[src/rtl/mcu_ctrl_pkg.sv]
// Shared types and encodings for the RV32I multicycle control unit.
// Covers FSM states, opcodes and the datapath mux select codes.
package mcu_ctrl_pkg;

    typedef enum logic [2:0] {
        ST_INIT,
        ST_FETCH,
        ST_EXEC,
        ST_WB,
        ST_INTR
    } state_t;

    typedef enum logic [6:0] {
        OPC_LUI    = 7'b0110111,
        OPC_AUIPC  = 7'b0010111,
        OPC_JAL    = 7'b1101111,
        OPC_JALR   = 7'b1100111,
        OPC_BRANCH = 7'b1100011,
        OPC_LOAD   = 7'b0000011,
        OPC_STORE  = 7'b0100011,
        OPC_OP_IMM = 7'b0010011,
        OPC_OP     = 7'b0110011,
        OPC_SYSTEM = 7'b1110011
    } opcode_t;

    localparam logic [1:0] SRCB_RS2   = 2'd0;
    localparam logic [1:0] SRCB_I_IMM = 2'd1;
    localparam logic [1:0] SRCB_S_IMM = 2'd2;
    localparam logic [1:0] SRCB_PC    = 2'd3;

    localparam logic [2:0] PCS_PC4    = 3'd0;
    localparam logic [2:0] PCS_JALR   = 3'd1;
    localparam logic [2:0] PCS_BRANCH = 3'd2;
    localparam logic [2:0] PCS_JAL    = 3'd3;
    localparam logic [2:0] PCS_MTVEC  = 3'd4;
    localparam logic [2:0] PCS_MEPC   = 3'd5;

    localparam logic [1:0] WR_PC4   = 2'd0;
    localparam logic [1:0] WR_CSR   = 2'd1;
    localparam logic [1:0] WR_DOUT2 = 2'd2;
    localparam logic [1:0] WR_ALU   = 2'd3;

    localparam logic [3:0] ALU_ADD = 4'b0000;
    localparam logic [3:0] ALU_LUI = 4'b1001;

    localparam logic [31:0] INSN_MRET = 32'h30200073;

endpackage

[src/rtl/cu_sequencer_if.sv]
// Control-unit bundle: instruction/branch/interrupt inputs and datapath controls.
// The control unit takes the slave side; the datapath (or a bench) takes master.
interface cu_sequencer_if;
    logic [31:0] ir;
    logic        br_eq;
    logic        br_lt;
    logic        br_ltu;
    logic        intr;
    logic        csr_mie;

    logic        rst_out;
    logic        pcWrite;
    logic        regWrite;
    logic        memRDEN1;
    logic        memRDEN2;
    logic        memWE2;
    logic        alu_srcA;
    logic [1:0]  alu_srcB;
    logic [3:0]  alu_fun;
    logic [2:0]  pcSource;
    logic [1:0]  rf_wr_sel;
    logic        int_taken;
    logic        illegal_op;

    modport master (
        output ir, br_eq, br_lt, br_ltu, intr, csr_mie,
        input  rst_out, pcWrite, regWrite, memRDEN1, memRDEN2, memWE2,
               alu_srcA, alu_srcB, alu_fun, pcSource, rf_wr_sel, int_taken, illegal_op
    );

    modport slave (
        input  ir, br_eq, br_lt, br_ltu, intr, csr_mie,
        output rst_out, pcWrite, regWrite, memRDEN1, memRDEN2, memWE2,
               alu_srcA, alu_srcB, alu_fun, pcSource, rf_wr_sel, int_taken, illegal_op
    );
endinterface

[src/rtl/cu_decoder.sv]
// Combinational instruction decode: select fields per state plus the EXEC-cycle
// strobe requests that the sequencer gates.
module cu_decoder
    import mcu_ctrl_pkg::*;
(
    input  logic [31:0] ir,
    input  logic        br_eq,
    input  logic        br_lt,
    input  logic        br_ltu,
    input  state_t      state,
    output logic        alu_srcA,
    output logic [1:0]  alu_srcB,
    output logic [3:0]  alu_fun,
    output logic [2:0]  pcSource,
    output logic [1:0]  rf_wr_sel,
    output logic        reg_wr_req,
    output logic        mem_rd_req,
    output logic        mem_we_req,
    output logic        is_load,
    output logic        illegal
);

    logic [2:0] funct3;
    logic       branch_taken;

    assign funct3 = ir[14:12];

    always_comb begin
        branch_taken = 1'b0;
        case (funct3)
            3'b000:  branch_taken = br_eq;
            3'b001:  branch_taken = !br_eq;
            3'b100:  branch_taken = br_lt;
            3'b101:  branch_taken = !br_lt;
            3'b110:  branch_taken = br_ltu;
            3'b111:  branch_taken = !br_ltu;
            default: branch_taken = 1'b0;
        endcase
    end

    always_comb begin
        alu_srcA   = 1'b0;
        alu_srcB   = SRCB_RS2;
        alu_fun    = ALU_ADD;
        pcSource   = PCS_PC4;
        rf_wr_sel  = WR_PC4;
        reg_wr_req = 1'b0;
        mem_rd_req = 1'b0;
        mem_we_req = 1'b0;
        is_load    = 1'b0;
        illegal    = 1'b0;
        case (state)
            ST_EXEC: begin
                case (opcode_t'(ir[6:0]))
                    OPC_LUI: begin
                        alu_srcA   = 1'b1;
                        alu_fun    = ALU_LUI;
                        rf_wr_sel  = WR_ALU;
                        reg_wr_req = 1'b1;
                    end
                    OPC_AUIPC: begin
                        alu_srcA   = 1'b1;
                        alu_srcB   = SRCB_PC;
                        rf_wr_sel  = WR_ALU;
                        reg_wr_req = 1'b1;
                    end
                    OPC_OP: begin
                        alu_fun    = {ir[30], funct3};
                        rf_wr_sel  = WR_ALU;
                        reg_wr_req = 1'b1;
                    end
                    // Only the shift-right immediates use ir[30] as a funct bit;
                    // elsewhere it is just immediate data.
                    OPC_OP_IMM: begin
                        alu_srcB   = SRCB_I_IMM;
                        alu_fun    = (funct3 == 3'b101) ? {ir[30], funct3} : {1'b0, funct3};
                        rf_wr_sel  = WR_ALU;
                        reg_wr_req = 1'b1;
                    end
                    OPC_JAL: begin
                        pcSource   = PCS_JAL;
                        reg_wr_req = 1'b1;
                    end
                    OPC_JALR: begin
                        pcSource   = PCS_JALR;
                        reg_wr_req = 1'b1;
                    end
                    OPC_BRANCH: pcSource = branch_taken ? PCS_BRANCH : PCS_PC4;
                    OPC_LOAD: begin
                        alu_srcB   = SRCB_I_IMM;
                        mem_rd_req = 1'b1;
                        is_load    = 1'b1;
                    end
                    OPC_STORE: begin
                        alu_srcB   = SRCB_S_IMM;
                        mem_we_req = 1'b1;
                    end
                    OPC_SYSTEM: begin
                        if (ir == INSN_MRET) begin
                            pcSource = PCS_MEPC;
                        end else if (funct3 == 3'b001 || funct3 == 3'b010 || funct3 == 3'b011) begin
                            rf_wr_sel  = WR_CSR;
                            reg_wr_req = 1'b1;
                        end
                    end
                    default: illegal = 1'b1;
                endcase
            end
            ST_WB: begin
                alu_srcB  = SRCB_I_IMM;
                rf_wr_sel = WR_DOUT2;
            end
            ST_INTR: pcSource = PCS_MTVEC;
            default: ;
        endcase
    end

endmodule

[src/rtl/cu_sequencer.sv]
// Multicycle RV32I control FSM: fetch, execute, load writeback and interrupt entry.
// Select fields come from cu_decoder; strobes are gated here by state.
module cu_sequencer
    import mcu_ctrl_pkg::*;
#(
    parameter bit INTR_EN      = 1'b1,
    parameter bit ILLEGAL_TRAP = 1'b0
) (
    input  logic           clk,
    input  logic           rst_n,
    cu_sequencer_if.slave  bus
);

    state_t state, next_state;

    logic       dec_srcA;
    logic [1:0] dec_srcB;
    logic [3:0] dec_fun;
    logic [2:0] dec_pcs;
    logic [1:0] dec_wr_sel;
    logic       reg_wr_req, mem_rd_req, mem_we_req, is_load, illegal;
    logic       intr_req;

    cu_decoder u_decoder (
        .ir         (bus.ir),
        .br_eq      (bus.br_eq),
        .br_lt      (bus.br_lt),
        .br_ltu     (bus.br_ltu),
        .state      (state),
        .alu_srcA   (dec_srcA),
        .alu_srcB   (dec_srcB),
        .alu_fun    (dec_fun),
        .pcSource   (dec_pcs),
        .rf_wr_sel  (dec_wr_sel),
        .reg_wr_req (reg_wr_req),
        .mem_rd_req (mem_rd_req),
        .mem_we_req (mem_we_req),
        .is_load    (is_load),
        .illegal    (illegal)
    );

    assign bus.alu_srcA  = dec_srcA;
    assign bus.alu_srcB  = dec_srcB;
    assign bus.alu_fun   = dec_fun;
    assign bus.pcSource  = dec_pcs;
    assign bus.rf_wr_sel = dec_wr_sel;

    assign intr_req = INTR_EN && bus.intr && bus.csr_mie;

    always_ff @(posedge clk or negedge rst_n) begin
        if (!rst_n) state <= ST_INIT;
        else        state <= next_state;
    end

    // Interrupts are only sampled on the last cycle of an instruction, after its
    // PC update, so the CSR block captures the next PC as MEPC.
    always_comb begin
        next_state     = state;
        bus.rst_out    = 1'b0;
        bus.pcWrite    = 1'b0;
        bus.regWrite   = 1'b0;
        bus.memRDEN1   = 1'b0;
        bus.memRDEN2   = 1'b0;
        bus.memWE2     = 1'b0;
        bus.int_taken  = 1'b0;
        bus.illegal_op = 1'b0;
        case (state)
            ST_INIT: begin
                bus.rst_out = 1'b1;
                next_state  = ST_FETCH;
            end
            ST_FETCH: begin
                bus.memRDEN1 = 1'b1;
                next_state   = ST_EXEC;
            end
            ST_EXEC: begin
                bus.pcWrite    = !is_load;
                bus.regWrite   = reg_wr_req;
                bus.memRDEN2   = mem_rd_req;
                bus.memWE2     = mem_we_req;
                bus.illegal_op = illegal;
                if (is_load)                      next_state = ST_WB;
                else if (ILLEGAL_TRAP && illegal) next_state = ST_INTR;
                else if (intr_req)                next_state = ST_INTR;
                else                              next_state = ST_FETCH;
            end
            ST_WB: begin
                bus.regWrite = 1'b1;
                bus.pcWrite  = 1'b1;
                next_state   = intr_req ? ST_INTR : ST_FETCH;
            end
            ST_INTR: begin
                bus.int_taken = 1'b1;
                bus.pcWrite   = 1'b1;
                next_state    = ST_FETCH;
            end
            default: next_state = ST_INIT;
        endcase
    end

endmodule
[src/flat_wrapper.sv]
// flat-port wrapper written by rule: the top's interface ports become plain ports
module cu_sequencer_flat import mcu_ctrl_pkg::*;
#(
    parameter bit INTR_EN      = 1'b1,
    parameter bit ILLEGAL_TRAP = 1'b0
)
  (clk, rst_n, bus_ir, bus_br_eq, bus_br_lt, bus_br_ltu, bus_intr, bus_csr_mie, bus_rst_out, bus_pcWrite, bus_regWrite, bus_memRDEN1, bus_memRDEN2, bus_memWE2, bus_alu_srcA, bus_alu_srcB, bus_alu_fun, bus_pcSource, bus_rf_wr_sel, bus_int_taken, bus_illegal_op);
  cu_sequencer_if bus_i ();
  input  logic clk;
  input  logic rst_n;
  input wire logic [$bits(bus_i.ir)-1:0] bus_ir;
  input wire logic [$bits(bus_i.br_eq)-1:0] bus_br_eq;
  input wire logic [$bits(bus_i.br_lt)-1:0] bus_br_lt;
  input wire logic [$bits(bus_i.br_ltu)-1:0] bus_br_ltu;
  input wire logic [$bits(bus_i.intr)-1:0] bus_intr;
  input wire logic [$bits(bus_i.csr_mie)-1:0] bus_csr_mie;
  output wire logic [$bits(bus_i.rst_out)-1:0] bus_rst_out;
  output wire logic [$bits(bus_i.pcWrite)-1:0] bus_pcWrite;
  output wire logic [$bits(bus_i.regWrite)-1:0] bus_regWrite;
  output wire logic [$bits(bus_i.memRDEN1)-1:0] bus_memRDEN1;
  output wire logic [$bits(bus_i.memRDEN2)-1:0] bus_memRDEN2;
  output wire logic [$bits(bus_i.memWE2)-1:0] bus_memWE2;
  output wire logic [$bits(bus_i.alu_srcA)-1:0] bus_alu_srcA;
  output wire logic [$bits(bus_i.alu_srcB)-1:0] bus_alu_srcB;
  output wire logic [$bits(bus_i.alu_fun)-1:0] bus_alu_fun;
  output wire logic [$bits(bus_i.pcSource)-1:0] bus_pcSource;
  output wire logic [$bits(bus_i.rf_wr_sel)-1:0] bus_rf_wr_sel;
  output wire logic [$bits(bus_i.int_taken)-1:0] bus_int_taken;
  output wire logic [$bits(bus_i.illegal_op)-1:0] bus_illegal_op;
  assign bus_i.ir = bus_ir;
  assign bus_i.br_eq = bus_br_eq;
  assign bus_i.br_lt = bus_br_lt;
  assign bus_i.br_ltu = bus_br_ltu;
  assign bus_i.intr = bus_intr;
  assign bus_i.csr_mie = bus_csr_mie;
  assign bus_rst_out = bus_i.rst_out;
  assign bus_pcWrite = bus_i.pcWrite;
  assign bus_regWrite = bus_i.regWrite;
  assign bus_memRDEN1 = bus_i.memRDEN1;
  assign bus_memRDEN2 = bus_i.memRDEN2;
  assign bus_memWE2 = bus_i.memWE2;
  assign bus_alu_srcA = bus_i.alu_srcA;
  assign bus_alu_srcB = bus_i.alu_srcB;
  assign bus_alu_fun = bus_i.alu_fun;
  assign bus_pcSource = bus_i.pcSource;
  assign bus_rf_wr_sel = bus_i.rf_wr_sel;
  assign bus_int_taken = bus_i.int_taken;
  assign bus_illegal_op = bus_i.illegal_op;
  cu_sequencer #(.INTR_EN(INTR_EN), .ILLEGAL_TRAP(ILLEGAL_TRAP)) u_core (.clk(clk), .rst_n(rst_n), .bus(bus_i));
endmodule
[config.mk]
export PLATFORM = sky130hd
export DESIGN_NAME = cu_sequencer_flat
export DESIGN_NICKNAME = d
export VERILOG_FILES = /design/src/rtl/mcu_ctrl_pkg.sv /design/src/rtl/cu_sequencer_if.sv /design/src/rtl/cu_decoder.sv /design/src/rtl/cu_sequencer.sv /design/src/flat_wrapper.sv
export SDC_FILE = /design/constraint.sdc
export NUM_CORES = 1
export LEC_CHECK = 0
export ABC_AREA = 1
export CAP_MARGIN = 5
export CORE_MARGIN = 4
export CORE_UTILIZATION = 27
export CTS_CLUSTER_DIAMETER = 100
export CTS_CLUSTER_SIZE = 16
export DETAILED_ROUTE_END_ITERATION = 12
export PLACE_DENSITY = 0.78
export SLEW_MARGIN = 20
export SYNTH_ARGS = -nofsm -noshare
export SYNTH_HDL_FRONTEND = slang
export SYNTH_SLANG_ARGS = --single-unit
[constraint.sdc]
create_clock -name clk -period 1.4 [get_ports clk]
set_clock_uncertainty 0.15 [all_clocks]
set_input_delay 0.21 -clock clk [delete_from_list [all_inputs] [get_ports clk]]
set_output_delay 0.21 -clock clk [all_outputs]
set_load 0.01 [all_outputs]
# Word-level counts from Yosys, hierarchy flattened

Cells that the tools add are included.
W data, S select, Z words.

Logic and storage cells: 72
Bits of input ports: 39
Output and inout port bits: 20
Bits in registers: 3

Reduce and logical (&&, ||, !) cells: 16
Muxes and demuxes: 33
Equality and inequality tests: 22

Operators with widths:

| kind                   | number |
|---|---|
| $eq A32 B30 Y1 const B | 1 |
| $eq A7 B7 Y1 const B   | 4 |
| $pmux W3 S4            | 2 |
| $eq A7 B6 Y1 const B   | 3 |
| $eq A3 B3 Y1 const B   | 5 |
| $mux W1                | 15 |
| $eq A7 B5 Y1 const B   | 2 |
| $eq A3 B2 Y1 const B   | 4 |
| $pmux W2 S2            | 3 |
| $pmux W4 S3            | 1 |
| $reduce_or A10 Y1      | 1 |
| $mux W3                | 3 |
| $mux W4                | 2 |
| $reduce_or A2 Y1       | 4 |
| $eq A7 B2 Y1 const B   | 1 |
| $eq A3 B1 Y1 const B   | 2 |
| $logic_not A3 Y1       | 2 |
| $pmux W1 S2            | 3 |
| $pmux W1 S6            | 1 |
| $pmux W2 S3            | 1 |
| $pmux W3 S2            | 1 |
| $reduce_or A6 Y1       | 1 |
| $logic_not A1 Y1       | 4 |
| $reduce_or A4 Y1       | 1 |
| other kinds (3)        | 4 |

# Logic depth before layout (Yosys ltp)

Depth after elaboration: 7
Gate-level depth with buffers: 9
Depth with buffers taken out: 9

# Hierarchy

From an unflattened synthesis, not the netlist that was laid out.

Cell total of the unflattened synthesis: 164
Area total of the unflattened synthesis: 882.1 sq um

By module, submodules not included:

| module       | area each (sq um) | sequential area each (sq um) | instances | cells an instance |
|---|---|---|---|---|
| cu_decoder   | 689.4             | 0.0                          | 1         | 135 |
| cu_sequencer | 192.7             | 75.1                         | 1         | 29 |

# Worst setup path before layout

No wires, ideal clock.

Kind: register -> output
Start point: register u_core.state[2]
End point: output port bus_illegal_op
Cell stages (with the launch flop): 7
Required time: 1.040 ns
Data arrival time: 1.158 ns
Slack: -0.118 ns
Path buffers: 1
Path through: dfrtp_1 > nor2_4 > nand2_1 > buf_6 > nor2_1 > nand3_1 > nor2_1

Longest elaborated chain between the ends: 2

RTL lines:

| item                     | RTL line                             | text |
|---|---|---|
| start: declaration       | cu_sequencer.sv:14                   | `state_t state, next_state;` |
| start signal: assignment | cu_sequencer.sv:52                   | `else state <= next_state;` |
| $eq A3 B2 Y1             | cu_decoder.sv:52, cu_sequencer.sv:67 |  |
| $mux W1                  | cu_sequencer.sv:67                   | `case (state)` |
| end: declaration         | flat_wrapper.sv:29                   | `output wire logic [$bits(bus_i.illegal_op)-1:0] bus_illegal_op;` |

Every way passes these cells.

# Worst setup path in the final report

Start point: input port bus_ir[1]
End point: output port bus_pcWrite

Longest elaborated chain between the ends: 5

RTL lines:

| item               | RTL line           | text |
|---|---|---|
| start: declaration | flat_wrapper.sv:11 | `input wire logic [$bits(bus_i.ir)-1:0] bus_ir;` |
| $eq A7 B2 Y1       | cu_decoder.sv:54   | `case (opcode_t'(ir[6:0]))` |
| $mux W1            | cu_decoder.sv:54   |  |
| $mux W1            | n/a                |  |
| $logic_not A1 Y1   | cu_sequencer.sv:77 | `bus.pcWrite = !is_load;` |
| $pmux W1 S2        | cu_sequencer.sv:67 |  |
| end: declaration   | flat_wrapper.sv:18 | `output wire logic [$bits(bus_i.pcWrite)-1:0] bus_pcWrite;` |

Every way passes these cells.

==> results.ini <==
[cts]
cts_root_buf = clkbuf_4
cts-hold-fix-buffers = 0
numCtsBuffers = 3
clk_pin_slew_worst_paths_ns = 0.04
clock_sinks = 3
cts.htree.levels = 1
cts_buffer_depth = 2
clk_latency_ns = 0.23
cts_tree = built

[yosys]
yosysSeqAreaShare_pct = 11.79
postSynthCellCount = 128
synth_top_area_cell = nand2_1
syn_avg_cell_area_sq_um = 4.975
synth.top_cell.area_share_pct = 18.86
synth-seq-cells = 3
ys_top_cells_by_area = nand2_1 19%, nor2_1 18%, inv_1 14%
synth_xor_area_share_pct = 0
syn-cell-area_sq_um = 636.9
syn_nets = 167
synth_compound_area_share_pct = 7.073
ys_warn_count = 0
ys_types = 17
synth_simple_gate_area_share_pct = 65.23
synthAdderAreaFrac_pct = 0
synth_top_family_by_area = simple AND/OR/NAND/NOR gates
synth_mux_area_share_pct = 0

[floorplan]
die_width_um = 56.57
dieArea_sq_um = 3200
num_rows = 17
ios = 59
core_sq_um = 2233
start_util_pct = 28.52
die_h_um = 56.57

[place]
gp_congestion = 0.8012
place_area_sq_um = 1458
portBuffers = 58
dp_slack_ns = -1.017
dp_hpwl_mm = 2.487

[grt]
grt_util_met3_pct = 3.218
met2_usage_pct = 44.39
grt_pass1_vias = 1304
grt_max_degree = 7
grt_first_pass_wirelength_mm = 5.685
grt_overflow_total = 0
grt_use_total_pct = 22.14
globalRouteMet1Util_pct = 22.18
antenna_found_initial = 0
busiest_layer = met2

[sta]
fin_crit_ns = 1.773
fmax_ghz = 0.5640
setup_viol = 21
fin_crit_sh_pct = 126.6
fin_ws_ns = -0.3731
slew_violations = 0
rsz0062_at_grt = yes
tns_ns = -5.739
worst_slew_pin_slew_ns = 0.3364
slew-limit-headroom_pct = 77.50
final-hold-violation-count = 0

[pwr]
p_comb_share_pct = 82.7
powerDensity_nw_per_um2 = 996.2
p_seq_share_pct = 8.7
ir_worst_vdd_mv = 1.225
p_int_mw = 0.9753
total_power_mw = 1.755
clkPwrFrac_pct = 8.6
p_leak_nw = 0.9117
p_sw_share_pct = 44.43
p_sw_mw = 0.7797

[critical_path]
critPathMaxFanout = 6
worstSetupPathType = input port to output port
cp-start-kind = input port
worst_ep_arrival_time_ns = 1.41
critPathSlowestCell = nor3_4
crit_path_end_kind = output port
crit_chain = buf_6 > nand2_4 > nor3_4 > buf_6 > inv_4 > nor2_4 > nor2_4 > nor2_2 > nand2_1 > buf_2
required_ns = 1.04
slowest_delay_ns = 0.32

[finish]
largest_register_ffs = 3
fin_area_sq_um = 1762
final_cell_mix = 30 x buf_4, 24 x clkdlybuf4s50_1, 20 x nand2_1
fin_util_pct = 78.88
layout_top_registers = u_core.state x3
layout-drive-gt1-share_pct = 53.91
largest-register = u_core.state
areaGrowthSynthToFinish_pct = 176.6
layout_commonest_cell = buf_4
nNetsFinal = 270
insertedDiodeCount = 0

[status]
violations = setup timing
outcome = finished with violations

[drt]
drtPass1Iterations = 4
ant_nets = 0
wl_per_cell_um = 15.72
drt_iter0_markers = 32
avgViaCountPerCell = 5.085
wl_mm = 4.057
vias = 1312
drc_errors = 0

[flow_run]
drv_cap = 0

[worst_hold_path]
hold_path_class = input port to async pin

Yosys cell counts, drive strengths merged:
| cell type | number |
|---|---|
| o21ai | 4 |
| nand4 | 7 |
| dfrtp | 3 |
| buf | 1 |
| or2 | 1 |
| nor2 | 33 |
| nand3 | 12 |
| nor3 | 6 |
| a21oi | 5 |
| nand2 | 32 |
| inv | 24 |
layer usage:
| metal | up-vias | share of wire (%) |
|---|---|---|
| met4 | 0 | 5.0 |
| met1 | 597 | 35 |
| met5 | - | 0 |
| met3 | 26 | 6.9 |
| met2 | 75 | 53 |
| li1 | 614 | - |
per-stage QoR:
| stage | std cells | hold slack, ns |
|---|---|---|
| 2_1_floorplan | 128 | -0.2356 |
| 3_3_place_gp | 238 | 0.2485 |
| 3_5_place_dp | 238 | 0.2539 |
| 4_1_cts | 253 | 0.003276 |
| 5_1_grt | 258 | 0.006778 |
| 6_report | 258 | 0.01319 |
kinds of logic after synthesis:
| kind of cell | after synthesis |
|---|---|
| AOI/OAI and AO/OA | 9 |
| buffers and inverters | 25 |
| and+or+nand+nor | 91 |
| DFF | 3 |
area by class of cell:
class	count	area, sq um
Timing Repair Buffer	99	857.1
Multi-Input combinational cell	100	673.1
Fill cell	142	471.7
Inverter	24	95.09
Sequential cell	3	75.07
Tap cell	28	35.03
Clock buffer	4	26.28
worst paths after layout:
check,slack [ns],from,endpoint,depth (start not counted)
worst max register to register,0.02,u_core.state[1],u_core.state[2],9
max in group asynchronous,0.94,rst_n,u_core.state[2],1
min in group clk,0.36,bus_ir[3],u_core.state[0],7
worst min-delay path,0.01,rst_n,u_core.state[1],1
worst min register to register,0.65,u_core.state[2],u_core.state[0],4
worst max-delay path,-0.37,bus_ir[1],bus_pcWrite,10
power by group through the flow:
stage,logic (mW),registers (mW),clock network (mW)
3_5_place_dp,0.990,0.143,0
2_1_floorplan,0.397,0.146,0
5_1_grt,1.53,0.154,0.168
6_report,1.45,0.152,0.151
4_1_cts,1.17,0.149,0.160
3_3_place_gp,0.960,0.142,0
worst max-delay path, delay by kind of cell:
kind                   cells  cell delay (ns)
buffers and inverters      4             0.40
AND/OR/NAND/NOR            6             0.80
timing repair:
action | CTS | global route
pin swaps | 27 | 21
buffers inserted | 12 | 5
endpoints found under the setup margin | 23 | 21
gates resized for setup | 151 | 38
Note: power is estimated with default switching activity, not from simulation.
